--- src/rtl/word16_out_fifo_pkg.sv ---
// Shared definitions for the word16 output FIFO slice.
//   DEF_DATA_W : default word width
//   DEF_DEPTH  : default FIFO depth (power of two, >= 2)
//   DROP_W     : width of the saturating drop counter
//   DROP_MAX   : saturation value of the drop counter
//   is_pow2()  : elaboration-time depth sanity helper
package word16_out_fifo_pkg;

  localparam int DEF_DATA_W = 16;
  localparam int DEF_DEPTH  = 4;
  localparam int DROP_W     = 8;

  localparam logic [DROP_W-1:0] DROP_MAX = '1;

  function automatic bit is_pow2(input int n);
    return (n >= 2) && ((n & (n - 1)) == 0);
  endfunction

endpackage

--- src/rtl/word16_out_fifo_if.sv ---
// Bus bundle between the converter/downstream side and the output FIFO.
//   valid_in, data_in : converter words, valid-only (no backpressure)
//   ready_in          : downstream acceptance
//   valid_out,data_out: head-of-FIFO word (first-word-fall-through)
//   level             : occupancy 0..DEPTH
//   overflow          : sticky drop flag
//   drop_cnt          : saturating count of dropped words
// master = environment side driving the inputs, slave = the FIFO.
interface word16_out_fifo_if
  import word16_out_fifo_pkg::*;
#(
  parameter int DATA_W = DEF_DATA_W,
  parameter int DEPTH  = DEF_DEPTH
);

  logic                    valid_in;
  logic [DATA_W-1:0]       data_in;
  logic                    ready_in;
  logic                    valid_out;
  logic [DATA_W-1:0]       data_out;
  logic [$clog2(DEPTH):0]  level;
  logic                    overflow;
  logic [DROP_W-1:0]       drop_cnt;

  modport master (
    output valid_in,
    output data_in,
    output ready_in,
    input  valid_out,
    input  data_out,
    input  level,
    input  overflow,
    input  drop_cnt
  );

  modport slave (
    input  valid_in,
    input  data_in,
    input  ready_in,
    output valid_out,
    output data_out,
    output level,
    output overflow,
    output drop_cnt
  );

endinterface

--- src/rtl/word16_fifo_mem.sv ---
// Storage array for the output FIFO.
//   clk   : write clock
//   we    : write enable
//   waddr : write address
//   wdata : write data
//   raddr : read address (asynchronous read)
//   rdata : read data
// The array has no reset; the top gates data_out to 0 while empty, so
// stale contents are never visible.
module word16_fifo_mem
  import word16_out_fifo_pkg::*;
#(
  parameter int DATA_W = DEF_DATA_W,
  parameter int DEPTH  = DEF_DEPTH
) (
  input  logic                     clk,
  input  logic                     we,
  input  logic [$clog2(DEPTH)-1:0] waddr,
  input  logic [DATA_W-1:0]        wdata,
  input  logic [$clog2(DEPTH)-1:0] raddr,
  output logic [DATA_W-1:0]        rdata
);

  logic [DATA_W-1:0] mem [DEPTH];

  always_ff @(posedge clk) begin
    if (we) begin
      mem[waddr] <= wdata;
    end
  end

  assign rdata = mem[raddr];

endmodule

--- src/rtl/word16_out_fifo.sv ---
// Elastic buffer behind the 8-to-16 width converter.
//   clk      : clock, rising edge
//   rst_n    : asynchronous active-low reset
//   fifo_bus : slave side of word16_out_fifo_if
// Words arrive valid-only; when full with no pop the word is dropped,
// overflow is set sticky and drop_cnt counts (saturating).
// Pointers carry one extra MSB so full and empty are distinguishable.
module word16_out_fifo
  import word16_out_fifo_pkg::*;
#(
  parameter int DATA_W = DEF_DATA_W,
  parameter int DEPTH  = DEF_DEPTH
) (
  input  logic             clk,
  input  logic             rst_n,
  word16_out_fifo_if.slave fifo_bus
);

  localparam int ADDR_W = $clog2(DEPTH);
  localparam int PTR_W  = ADDR_W + 1;

  if (!is_pow2(DEPTH)) begin : g_bad_depth
    $error("word16_out_fifo: DEPTH must be a power of two and at least 2");
  end

  logic [PTR_W-1:0]  wr_ptr;
  logic [PTR_W-1:0]  rd_ptr;
  logic              overflow_q;
  logic [DROP_W-1:0] drop_cnt_q;
  logic [DATA_W-1:0] rdata;

  logic empty;
  logic full;
  logic pop;
  logic push;
  logic drop;

  assign empty = (wr_ptr == rd_ptr);
  assign full  = (wr_ptr[PTR_W-1] != rd_ptr[PTR_W-1]) &&
                 (wr_ptr[ADDR_W-1:0] == rd_ptr[ADDR_W-1:0]);

  // A pop frees the head slot in the same edge, so a full FIFO can still
  // take the incoming word when downstream is accepting.
  assign pop  = !empty && fifo_bus.ready_in;
  assign push = fifo_bus.valid_in && (!full || pop);
  assign drop = fifo_bus.valid_in && full && !pop;

  word16_fifo_mem #(
    .DATA_W (DATA_W),
    .DEPTH  (DEPTH)
  ) u_mem (
    .clk   (clk),
    .we    (push),
    .waddr (wr_ptr[ADDR_W-1:0]),
    .wdata (fifo_bus.data_in),
    .raddr (rd_ptr[ADDR_W-1:0]),
    .rdata (rdata)
  );

  always_ff @(posedge clk or negedge rst_n) begin
    if (!rst_n) begin
      wr_ptr <= '0;
      rd_ptr <= '0;
    end else begin
      if (push) begin
        wr_ptr <= wr_ptr + 1'b1;
      end
      if (pop) begin
        rd_ptr <= rd_ptr + 1'b1;
      end
    end
  end

  always_ff @(posedge clk or negedge rst_n) begin
    if (!rst_n) begin
      overflow_q <= 1'b0;
      drop_cnt_q <= '0;
    end else if (drop) begin
      overflow_q <= 1'b1;
      if (drop_cnt_q != DROP_MAX) begin
        drop_cnt_q <= drop_cnt_q + 1'b1;
      end
    end
  end

  // Gating on empty keeps data_out at 0 after reset without clearing the array.
  assign fifo_bus.valid_out = !empty;
  assign fifo_bus.data_out  = empty ? '0 : rdata;
  assign fifo_bus.level     = wr_ptr - rd_ptr;
  assign fifo_bus.overflow  = overflow_q;
  assign fifo_bus.drop_cnt  = drop_cnt_q;

endmodule

--- src/flat_wrapper.sv ---
// flat-port wrapper written by rule: the top's interface ports become plain ports
module word16_out_fifo_flat import word16_out_fifo_pkg::*;
#(
  parameter int DATA_W = DEF_DATA_W,
  parameter int DEPTH  = DEF_DEPTH
)
  (clk, rst_n, fifo_bus_valid_in, fifo_bus_data_in, fifo_bus_ready_in, fifo_bus_valid_out, fifo_bus_data_out, fifo_bus_level, fifo_bus_overflow, fifo_bus_drop_cnt);
  word16_out_fifo_if #(.DATA_W(DATA_W), .DEPTH(DEPTH)) fifo_bus_i ();
  input  logic clk;
  input  logic rst_n;
  input wire logic [$bits(fifo_bus_i.valid_in)-1:0] fifo_bus_valid_in;
  input wire logic [$bits(fifo_bus_i.data_in)-1:0] fifo_bus_data_in;
  input wire logic [$bits(fifo_bus_i.ready_in)-1:0] fifo_bus_ready_in;
  output wire logic [$bits(fifo_bus_i.valid_out)-1:0] fifo_bus_valid_out;
  output wire logic [$bits(fifo_bus_i.data_out)-1:0] fifo_bus_data_out;
  output wire logic [$bits(fifo_bus_i.level)-1:0] fifo_bus_level;
  output wire logic [$bits(fifo_bus_i.overflow)-1:0] fifo_bus_overflow;
  output wire logic [$bits(fifo_bus_i.drop_cnt)-1:0] fifo_bus_drop_cnt;
  assign fifo_bus_i.valid_in = fifo_bus_valid_in;
  assign fifo_bus_i.data_in = fifo_bus_data_in;
  assign fifo_bus_i.ready_in = fifo_bus_ready_in;
  assign fifo_bus_valid_out = fifo_bus_i.valid_out;
  assign fifo_bus_data_out = fifo_bus_i.data_out;
  assign fifo_bus_level = fifo_bus_i.level;
  assign fifo_bus_overflow = fifo_bus_i.overflow;
  assign fifo_bus_drop_cnt = fifo_bus_i.drop_cnt;
  word16_out_fifo #(.DATA_W(DATA_W), .DEPTH(DEPTH)) u_core (.clk(clk), .rst_n(rst_n), .fifo_bus(fifo_bus_i));
endmodule
--- config.mk ---
export PLATFORM = sky130hd
export DESIGN_NAME = word16_out_fifo_flat
export DESIGN_NICKNAME = d
export VERILOG_FILES = /design/src/rtl/word16_out_fifo_pkg.sv /design/src/rtl/word16_out_fifo_if.sv /design/src/rtl/word16_fifo_mem.sv /design/src/rtl/word16_out_fifo.sv /design/src/flat_wrapper.sv
export SDC_FILE = /design/constraint.sdc
export NUM_CORES = 1
export LEC_CHECK = 0
export ABC_AREA = 1
export CAP_MARGIN = 15
export CORE_MARGIN = 2
export CORE_UTILIZATION = 54
export DETAILED_ROUTE_END_ITERATION = 10
export PLACE_DENSITY = 0.79
export SLEW_MARGIN = 20
export SYNTH_ARGS = -nofsm -noshare
export SYNTH_HDL_FRONTEND = slang
export SYNTH_SLANG_ARGS = --single-unit
--- constraint.sdc ---
create_clock -name clk -period 2.9 [get_ports clk]
set_input_delay 0.87 -clock clk [delete_from_list [all_inputs] [get_ports clk]]
set_output_delay 0.87 -clock clk [all_outputs]
set_load 0.005 [all_outputs]
==> impl_metrics.env <==
export IMPL_die_area_um2=7243
export IMPL_yosysTopAreaCell="edfxtp_1"
export IMPL_synthFlopType="edfxtp_1"
export IMPL_clock_skew_ns=0.007900
export IMPL_yosys_top_cells_count="nor2_1 (75), edfxtp_1 (64), nand2_1 (53), o21ai_0 (34), inv_1 (18)"
export IMPL_seqPwrFrac=0.354
export IMPL_nFillCells=460
export IMPL_hold_viol=0
export IMPL_power_switching_w=0.001710
export IMPL_worstPathRequired_ns=2.03
export IMPL_swShare=0.3770
export IMPL_cts_tree="built"
export IMPL_die_y_um=85.11
export IMPL_rsz0062_at_grt="no"
export IMPL_worstReg2RegStart="u_core.rd_ptr[0]"
export IMPL_path_cells="ha_4, nand2_2, inv_2, nand2_8, clkdlybuf4s50_1"
export IMPL_maxCapViolations=0
export IMPL_slew_headroom=0.4947
export IMPL_io_buffer_count=48
export IMPL_grt_pass1_wl_um=11220
export IMPL_period_minus_slack_ns=2.735
export IMPL_critPathMaxFanout=4
export IMPL_slowest_stage="clkdlybuf4s50_1"
export IMPL_synth_edf_count=64
export IMPL_pwr_share_comb=0.482
export IMPL_path_buf_inv=2
export IMPL_drv_slew=0
export IMPL_critPathCaptureType="output pin"
export IMPL_p_leak_nw=1.854
export IMPL_antenna_found_initial=0
export IMPL_period_share=0.9430
export IMPL_gp_congestion=0.7507
export IMPL_internal_power_w=0.002825
export IMPL_multiInputGateArea_um2=1126
export IMPL_n_antenna_cell=0
export IMPL_status="finished, final reports clean"
export IMPL_synth_nets=353
export IMPL_area_growth_pct=25.08
export IMPL_synth_cell_type_count=28
export IMPL_start_kind="flip-flop"
export IMPL_post_route_util=0.6997
export IMPL_ys_seq_area_frac=0.6467
export IMPL_nets=415
export IMPL_pin_count=49
export IMPL_drive_above_1_share=0.1535
export IMPL_cts_made_buffers=9
export IMPL_tns_ns=0
export IMPL_worstPathArrival_ns=1.86
export IMPL_hpwl_um=4370
export IMPL_num_vias=2455
export IMPL_finalWirelength_um=6983
export IMPL_rows=29
export IMPL_ir_drop_mv=0.5901
export IMPL_ys_ff_latch=79
export IMPL_die_w_um=85.11
export IMPL_synth_top_area_share=0.5410
export IMPL_crit_family="buffers and inverters"
export IMPL_root_buffer="clkbuf_8"
export IMPL_clk_pin_slew_worst_paths_ns=0.09
export IMPL_setup_viol=0
export IMPL_routedWlPerCell_um=14.92
export IMPL_cts_hold_buf=0
export IMPL_overflow=0
export IMPL_grt_use_total=0.2030
export IMPL_async_reset_ff_frac=0.1899
export IMPL_hold_depth=2
export IMPL_core_area_um2=6350
export IMPL_final_cell_count_no_fill=468
export IMPL_post_place_cells=448
export IMPL_yosysMostFrequentCell="nor2_1"
export IMPL_timing_fmax_mhz=365.7
export IMPL_first_global_vias=2397
export IMPL_vias_per_cell=5.246
export IMPL_hold_end="u_core.fifo_bus.overflow"
export IMPL_r2r_cells=5
export IMPL_drc_errors=0
export IMPL_netlist_area_um2=3552
export IMPL_cts_sinks=79
export IMPL_start_util=0.5594
export IMPL_hp_start="u_core.fifo_bus.overflow"
export IMPL_cts_buffer_depth=2
export IMPL_r2r_setup_slack_ns=1.10
export IMPL_min_path_type="flip-flop to flip-flop"
export IMPL_drt_iter0_markers=124
export IMPL_path_class="flip-flop to output pin"
export IMPL_regToRegEndpoint="u_core.u_mem.mem[2][11]"
export IMPL_htree_levels=3
export IMPL_powerDensity_nw_per_um2=1021
export IMPL_yosysWarnings=0
export IMPL_tightest_slew_ns=0.7556
export IMPL_ant_nets=0
export IMPL_avgSynthCellArea_um2=10.96
export IMPL_grt_start_max_net_pins=22
export IMPL_drt_pass1_iterations=5
export IMPL_syn_inst=324
export IMPL_clock_latency_ns=0.36
export IMPL_register_area_um2=2298
export IMPL_slowest_delay_ns=0.54
export IMPL_synth_area_leaders="edfxtp_1 (54%), dfrtp_1 (11%), nor2_1 (7.9%), nand2_1 (5.6%), o21ai_0 (4.8%)"
export IMPL_pwr_share_clk=0.164
power groups by stage:
| stage | clock network (W) | registers [W] | logic, W |
|---|---|---|---|
| 5_1_grt | 0.000805 | 0.00163 | 0.00242 |
| 3_3_place_gp | 0 | 0.00161 | 0.00210 |
| 6_report | 0.000743 | 0.00160 | 0.00219 |
| 2_1_floorplan | 0 | 0.00160 | 0.00122 |
| 4_1_cts | 0.000748 | 0.00160 | 0.00222 |
| 3_5_place_dp | 0 | 0.00162 | 0.00213 |
worst max-delay path by stage:
stage | start | end | slack (ns) | cells after the start
CTS | u_core.wr_ptr[0] | fifo_bus_data_out[3] | 0.003 | 8
global route | u_core.rd_ptr[0] | fifo_bus_valid_out | 0.12 | 5
global placement | u_core.wr_ptr[0] | fifo_bus_data_out[13] | 0.24 | 8
finish | u_core.rd_ptr[0] | fifo_bus_valid_out | 0.17 | 5
floorplan | u_core.rd_ptr[1] | fifo_bus_data_out[10] | 0.39 | 10
detailed placement | u_core.wr_ptr[0] | fifo_bus_data_out[13] | 0.19 | 8
per-layer routing:
layer  GRT usage  up-vias  part of all wire
li1            -     1200                 -
met1      0.2561     1173              0.40
met2      0.3359       64              0.52
met3     0.02821       18             0.044
met4      0.1183        0             0.031
met5           0        -                 0
cell families after synthesis:
group / count (synthesis) / synth area share
AO/OA/AOI/OAI: 53 / 0.08841
XOR/XNOR: 7 / 0.01726
adder cells (fa/ha/maj): 9 / 0.03382
buffers and inverters: 33 / 0.04403
flip-flops: 79 / 0.6467
AND/OR/NAND/NOR: 143 / 0.1698
state kept, by name, indices dropped and copies added (netlist names):
register	cells
u_core.rd_ptr	3
u_core.wr_ptr	3
u_core.fifo_bus.overflow	1
u_core.u_mem.mem	64
u_core.fifo_bus.drop_cnt	8
area by class of cell:
cell class	count	area share
Multi-Input combinational cell	212	0.2534
Tap cell	77	0.02168
Timing Repair Buffer	62	0.1447
Sequential cell	79	0.5173
Clock buffer	9	0.02788
Inverter	22	0.02281
Clock inverter	7	0.01211
tightest hold or removal path: stages, from the launching register on:
cell and delay (ns):
dfrtp_1 0.35, inv_1 0.04, nand2_1 0.05
stage by stage:
stage	cell area (um^2)	hold WS (ns)	worst slack, ns	total power, W
after CTS	4372	0.4723	0.002906	0.004565
after floorplan	3552	0.4581	0.3905	0.002820
final	4443	0.4709	0.1652	0.004535
after detailed placement	4135	0.4503	0.1863	0.003752
after global routing	4443	0.5135	0.1175	0.004856
after global placement	4135	0.4494	0.2376	0.003701
cell usage in the layout, fill, tap and decap left out, drive strengths merged:
| cell type | count |
|---|---|
| a21oi | 16 |
| buf | 14 |
| clkbuf | 9 |
| clkdlybuf4s50 | 30 |
| clkinv | 1 |
| clkinvlp | 3 |
| dfrtp | 15 |
| dlygate4sd2 | 2 |
| dlymetal6s2s | 16 |
| edfxtp | 64 |
| fa | 1 |
| ha | 8 |
| inv | 25 |
| nand2 | 58 |
| nand3 | 6 |
| nand3b | 2 |
| nor2 | 77 |
| o21ai | 37 |
| xnor2 | 4 |
| xor2 | 3 |
repair_timing:
action,4_1_cts,5_1_grt
endpoints found under the setup margin,19,16
gates resized for setup,12,23
setup buffers,3,1
No activity file was read; power rests on OpenSTA's default activity.
